[config.mk]
export PLATFORM = sky130hd
export DESIGN_NAME = vga_timing_gen
export DESIGN_NICKNAME = d
export VERILOG_FILES = /design/src/rtl/vga_timing_gen.sv
export SDC_FILE = /design/constraint.sdc
export NUM_CORES = 1
export LEC_CHECK = 0
export CORE_UTILIZATION = 54
export DETAILED_ROUTE_END_ITERATION = 10
export HOLD_SLACK_MARGIN = 0.05
export PLACE_DENSITY = 0.87
export SYNTH_ARGS = -nofsm -noshare
export SYNTH_HDL_FRONTEND = slang
export SYNTH_SLANG_ARGS = --single-unit
[constraint.sdc]
create_clock -name vga_clk -period 4 [get_ports vga_clk]
set_input_delay 0.6 -clock vga_clk [delete_from_list [all_inputs] [get_ports vga_clk]]
set_output_delay 0.6 -clock vga_clk [all_outputs]
set_load 0.01 [all_outputs]
[src/rtl/vga_timing_gen.sv]
// Raster timing generator: sync/porch/active counters with registered syncs, de, coordinates and frame markers.
// Outputs are one register stage from the counter update; the en=0 input stalls the raster and squelches pulses.
module vga_timing_gen #(
  parameter int H_SYNC   = 96,
  parameter int H_BP     = 48,
  parameter int H_ACTIVE = 640,
  parameter int H_FP     = 16,
  parameter int V_SYNC   = 2,
  parameter int V_BP     = 33,
  parameter int V_ACTIVE = 480,
  parameter int V_FP     = 10,
  parameter bit HS_POL   = 1'b0,
  parameter bit VS_POL   = 1'b0,
  parameter int CW       = 12
) (
  input  logic          vga_clk,
  input  logic          rst,
  input  logic          en,
  output logic [CW-1:0] h_cnt,
  output logic [CW-1:0] v_cnt,
  output logic [CW-1:0] x,
  output logic [CW-1:0] y,
  output logic          hsync,
  output logic          vsync,
  output logic          de,
  output logic          sol,
  output logic          sof,
  output logic          eof
);

  localparam int H_TOTAL = H_SYNC + H_BP + H_ACTIVE + H_FP;
  localparam int V_TOTAL = V_SYNC + V_BP + V_ACTIVE + V_FP;

  localparam logic [CW-1:0] ONE    = CW'(1);
  localparam logic [CW-1:0] H_LAST = CW'(H_TOTAL - 1);
  localparam logic [CW-1:0] V_LAST = CW'(V_TOTAL - 1);
  localparam logic [CW-1:0] H_SW   = CW'(H_SYNC);
  localparam logic [CW-1:0] V_SW   = CW'(V_SYNC);
  localparam logic [CW-1:0] H_AS   = CW'(H_SYNC + H_BP);
  localparam logic [CW-1:0] H_AE   = CW'(H_SYNC + H_BP + H_ACTIVE);
  localparam logic [CW-1:0] V_AS   = CW'(V_SYNC + V_BP);
  localparam logic [CW-1:0] V_AE   = CW'(V_SYNC + V_BP + V_ACTIVE);
  localparam logic [CW-1:0] X_LAST = CW'(H_ACTIVE - 1);
  localparam logic [CW-1:0] Y_LAST = CW'(V_ACTIVE - 1);

  logic [CW-1:0] h_nxt, v_nxt, x_nxt, y_nxt;
  logic          de_nxt, eof_nxt;

  // Every registered output is decoded from the next position so it lines up with h_cnt/v_cnt.
  always_comb begin
    h_nxt = h_cnt + ONE;
    v_nxt = v_cnt;
    if (h_cnt == H_LAST) begin
      h_nxt = '0;
      v_nxt = (v_cnt == V_LAST) ? '0 : v_cnt + ONE;
    end
    de_nxt  = (h_nxt >= H_AS) && (h_nxt < H_AE) && (v_nxt >= V_AS) && (v_nxt < V_AE);
    x_nxt   = de_nxt ? h_nxt - H_AS : '0;
    y_nxt   = de_nxt ? v_nxt - V_AS : '0;
    eof_nxt = de_nxt && (x_nxt == X_LAST) && (y_nxt == Y_LAST);
  end

  always_ff @(posedge vga_clk) begin
    if (rst) begin
      h_cnt <= '0;
      v_cnt <= '0;
      x     <= '0;
      y     <= '0;
      de    <= 1'b0;
      hsync <= HS_POL;
      vsync <= VS_POL;
      sol   <= 1'b0;
      sof   <= 1'b0;
      eof   <= 1'b0;
    end else if (en) begin
      h_cnt <= h_nxt;
      v_cnt <= v_nxt;
      x     <= x_nxt;
      y     <= y_nxt;
      de    <= de_nxt;
      hsync <= (h_nxt < H_SW) ? HS_POL : ~HS_POL;
      vsync <= (v_nxt < V_SW) ? VS_POL : ~VS_POL;
      sol   <= (h_nxt == '0);
      sof   <= (h_nxt == '0) && (v_nxt == '0);
      eof   <= eof_nxt;
    end else begin
      // Stalled: positional outputs hold, markers drop so they never repeat.
      sol <= 1'b0;
      sof <= 1'b0;
      eof <= 1'b0;
    end
  end

endmodule

======== Word-level counts from Yosys, hierarchy flattened ========
Cells that the tools add are included.
storage, ports and cells
  input bits .............................. 3
  output and inout port bits .............. 54
  flip-flop bits (word level) ............. 54
  logic and storage cells ................. 41
cells by class
  equal/unequal tests ..................... 4
  add/sub/neg operators ................... 4
  bitwise gates (word level) .............. 1
  muxes and demuxes ....................... 7
  reductions and logical operators ........ 9
  order comparisons ....................... 6
operators with widths
  cell                     number
  $mux W12                 5
  $eq A12 B10 Y1 const B   3
  $add A12 B1 Y12 const B  2
  $logic_not A12 Y1        2
  $lt A12 B10 Y1 const B   2
  $eq A12 B9 Y1 const B    1
  $ge A12 B6 Y1 const B    1
  $ge A12 B8 Y1 const B    1
  $lt A12 B2 Y1 const B    1
  $lt A12 B7 Y1 const B    1
  $sub A12 B6 Y12 const B  1
  $sub A12 B8 Y12 const B  1
  $logic_and A1 B1 Y1      6
  $mux W1                  2
  $reduce_or A2 Y1         1
  $not A1 Y1               1

======== Longest topological paths before layout ========
Gate-level depths: netlist (run 1).
  depth after elaboration ................. 10
  depth in mapped cells ................... 16
  depth with buffers taken out ............ 14

======== Worst setup path before layout (run 1) ========
Ideal clock, no wire load.
  path type ............................... register to register
  start ................................... reg v_cnt[0]
  end ..................................... reg x[10]
  data arrival time ....................... 3.248 ns
  required time ........................... 3.872 ns
  buffers on the path ..................... 2
  stages on the path, launching flop included .. 16
  clock period less this slack ............ 3.376 ns
  setup time .............................. 0.128 ns
  path slack .............................. 0.624 ns
  cell sequence ........................... dfxtp_1 clkbuf_1 inv_1 ha_1 or4bb_1 nor3_2 nor3_1 a21oi_4 inv_2 ha_1 a211oi_1 o21ai_2 o2111a_1 nand3b_1 clkbuf_1 o21ai_0
on the way
  longest elaborated chain between the ends .. 7
  elaborated cells on any way between the ends .. 9
  classes of those cells .................. add/sub (1); order compare (2); eq/ne (1); mux (3); reduce/logical (2)
RTL lines
  item                                               line  text
  start: declaration                                 20    output logic [CW-1:0] v_cnt,
  start signal: assignment                           77    v_cnt <= v_nxt;
  $add A12 B1 Y12 or $eq A12 B10 Y1 (tied branches)  55    v_nxt = (v_cnt == V_LAST) ? '0 : v_cnt + ONE;
  $mux W12                                           55
  $mux W12 (*)                                       53    if (h_cnt == H_LAST) begin
  net v_nxt[0]                                       46    logic [CW-1:0] h_nxt, v_nxt, x_nxt, y_nxt;
  $ge A12 B6 Y1                                      57    de_nxt = (h_nxt >= H_AS) && (h_nxt < H_AE) && (v_nxt >= V_AS) && (v_nxt < V_AE);
  $logic_and A1 B1 Y1                                57
  $logic_and A1 B1 Y1 (*)                            57
  $mux W12 (*)                                       58    x_nxt = de_nxt ? h_nxt - H_AS : '0;
  end signal: assignment                             78    x <= x_nxt;
  end: declaration                                   21    output logic [CW-1:0] x,
Mark *: on every way through the listed nets, which the timed path passes. The rest lies on a longest branch.
A chain may end at the register's enable or synchronous reset.

======== Worst setup path after layout (run 1) ========
  start ................................... reg v_cnt[0]
  end ..................................... reg y[2]
on the way
  longest elaborated chain between the ends .. 7
  elaborated cells on any way between the ends .. 10
  classes of those cells .................. add/sub (2); order compare (2); eq/ne (1); mux (3); reduce/logical (2)
RTL lines
  item                                               line  text
  $add A12 B1 Y12 or $eq A12 B10 Y1 (tied branches)  55
  $mux W12                                           55
  $mux W12 (*)                                       53
  $ge A12 B6 Y1                                      57
  $logic_and A1 B1 Y1 (2 in a row)                   57
  $mux W12 (*)                                       59    y_nxt = de_nxt ? v_nxt - V_AS : '0;
  end signal: assignment                             79    y <= y_nxt;
  end: declaration                                   22    output logic [CW-1:0] y,
Every way passes the cells marked *; elsewhere a longest branch is shown, timed or not.

==> results of run 1 <==
routing by layer:
| layer | vias up | part of all wire | GRT usage |
|---|---|---|---|
| li1 | 1547 | - | - |
| met1 | 1501 | 0.45 | 0.394 |
| met2 | 151 | 0.45 | 0.453 |
| met3 | 17 | 0.081 | 0.0607 |
| met4 | 0 | 0.016 | 0.0768 |
| met5 | - | 0 | 0 |
final timing paths:
check            from  endpoint  slack, ns  depth (start not counted)
max          v_cnt[0]      y[2]       0.24                          9
min                de        de       0.45                          2
max reg2reg  v_cnt[0]      y[2]       0.24                          9
min reg2reg        de        de       0.45                          2
state kept, by name, summed over array words and instances (netlist names):
register / count
eof: 1
y: 12
x: 12
vsync: 1
sol: 1
sof: 1
hsync: 1
de: 1
h_cnt: 12
v_cnt: 12
kinds of logic after synthesis:
family                     count (synthesis)
DFF                                       54
xor gates and xnor gates                  37
and+or+nand+nor                          167
muxes                                      8
adders and majority gates                  8
AOI/OAI and AO/OA                         88
buffers and inverters                     45
power by group through the flow:
stage	registers (mW)	clock network, mW	logic, mW
3_5_place_dp	0.581	0	0.143
6_report	0.570	0.318	0.149
3_3_place_gp	0.581	0	0.140
4_1_cts	0.569	0.322	0.145
5_1_grt	0.572	0.343	0.159
2_1_floorplan	0.573	0	0.0970
final cells by class:
cell class | count | area (um2)
clock buffers | 5 | 68.8
fillers | 494 | 1880
clock inverters | 3 | 23.8
inverters | 15 | 56.3
well taps | 75 | 93.8
repair buffers | 71 | 673
multi-input cells | 309 | 2080
flip-flops and latches | 54 | 1080
Yosys cell counts (10+ instances only):
cell      instances
a211oi_1         12
a21oi_1          11
clkbuf_1         15
dfxtp_1          54
inv_1            12
nand2_1          44
nand3_1          10
nor2_1           41
nor3_1           13
o21ai_0          25
xnor2_1          19
xor2_1           17
critical path, cell delays in order (launching register included):
cell,delay (ns)
dfxtp_1,0.64
ha_1,0.38
or4b_1,0.48
nor4_2,0.39
mux2_2,0.43
a211oi_1,0.33
o21ai_2,0.15
o2111a_1,0.33
nand3b_1,0.33
o21ai_0,0.16
per-stage QoR:
step	setup TNS (ns)	instances	worst slack [ns]	util	area, um2
2_1_floorplan	0	407	0.624	-	3360
3_3_place_gp	-0.170	523	-0.0246	0.665	3960
3_5_place_dp	-1.50	523	-0.117	0.665	3960
4_1_cts	0	532	0.0445	0.683	4070
5_1_grt	0	532	0.000991	0.685	4080
6_report	0	532	0.245	0.685	4080
what timing repair did:
action	4_1_cts	5_1_grt
hold endpoints to repair	0	0
endpoints found under the setup margin	21	24
resized for setup	1	4
gates cloned	1	0
pin swaps	1	1
==> impl_metrics.json, run 1 <==
{
  "status": "completed",
  "post-cts-setup-buffers": 0,
  "synth_area_leader_cell": "dfxtp_1",
  "fin_skew_ns": 0.00820,
  "cell_internal_pwr_mw": 0.738,
  "rsz0062_at_grt": "false",
  "drive_above_1_share": 0.107,
  "synth_xor_area_frac": 0.102,
  "seq_power_share": 0.550,
  "syn_to_final_growth_pct": 21.3,
  "finalSetupViolCount": 0,
  "initial_core_util": 0.565,
  "fp.coreArea_mm2": 0.00596,
  "routed_wl_mm": 8.97,
  "clk_latency_ns": 0.31,
  "finalNetCount": 467,
  "die_area_mm2": 0.00655,
  "drtPass1Iterations": 5,
  "synth_top_family_by_area": "simple AND/OR/NAND/NOR gates",
  "clkPwrFrac": 0.307,
  "routed_via_density": 6.05,
  "first_global_vias": 2935,
  "layout_common_cells": "clkdlybuf4s50_1 (56), dfxtp_1 (54), nand2_1 (44)",
  "netSwitchingFraction": 0.288,
  "relSlewSlack": 0.306,
  "muxShareOfSynthArea": 0.0246,
  "timing_max_transition_violations_final": 0,
  "synthFlopType": "dfxtp_1",
  "grt_remaining_overflow": 0,
  "critPathKind": "reg -> reg",
  "synthesis.nets": 418,
  "cts_htree_levels": 2,
  "synth-edff-count": 0,
  "clk_pin_slew_worst_paths_ns": 0.11,
  "leakage_nw": 1.48,
  "route.vias.total": 3216,
  "combPwrFrac": 0.143,
  "end_kind": "flip-flop",
  "synth-simple-area-share": 0.269,
  "hold_viol": 0,
  "ant_nets": 0,
  "worstPathArrival_ns": 3.94,
  "wl_per_cell_um": 16.9,
  "ys_ff_latch": 54,
  "yosysSeqAreaShare": 0.321,
  "hold_class": "reg -> reg",
  "hold_buffers": 0,
  "finalCritPeriodShare": 0.939,
  "dpl.hpwl_mm": 6.56,
  "synthAdderAreaFrac": 0.0298,
  "io-pin-count": 57,
  "synth_cell_types": 70,
  "syn_inst": 407,
  "synth_warnings": 0,
  "grt_pass1_wl_mm": 14.5,
  "fmax_mhz": 266,
  "drcViolationCount": 0,
  "synth_compound_area_frac": 0.187,
  "clock_path_buffers": 2,
  "p_per_area_mw_per_mm2": 254,
  "cts_num_sinks": 54,
  "portBuffers": 56,
  "crit_fanout": 12,
  "track_usage": 0.287,
  "period_needed_ns": 3.76,
  "cts_root_buf": "clkbuf_8",
  "antenna_found_initial": 0,
  "drv_cap": 0,
  "hold-worst-slack_ns": 0.450,
  "synth_top_area_frac": 0.321,
  "tightest_slew_ns": 1.03,
  "crit_required_ns": 4.18,
  "synth_area_per_cell_um2": 8.26,
  "crit_path_start_kind": "flip-flop",
  "finalPower_mw": 1.04,
  "grt_max_degree": 24,
  "place.gp.congestion": 0.932,
  "ir_drop_uv": 158,
  "final_common_cell": "clkdlybuf4s50_1",
  "floorplan.rows": 28,
  "dieHeight_um": 80.9,
  "die_w_um": 80.9,
  "power_switching_mw": 0.299,
  "antennaDiodeCount": 0,
  "synthArstFlopShare": 0,
  "netlist_top_cells_area": "dfxtp_1 (32%), xnor2_1 (4.9%), nand2_1 (4.9%)",
  "synth_area_mm2": 0.00336,
  "cts_tree": "yes",
  "drt-initial-drc-count": 274,
  "cts_buffers": 5
}
Note: power is estimated with default switching activity, not from simulation.
==> run 2: changes to the inputs <==
--- a/config.mk
+++ b/config.mk
@@ -5,6 +5,7 @@
 export SDC_FILE = /design/constraint.sdc
 export NUM_CORES = 1
 export LEC_CHECK = 0
+export CAP_MARGIN = 20
 export CORE_UTILIZATION = 54
 export DETAILED_ROUTE_END_ITERATION = 10
 export HOLD_SLACK_MARGIN = 0.05
==> results of run 2 <==
No change in the layout: final DEF, timing and power equal those of run 1.
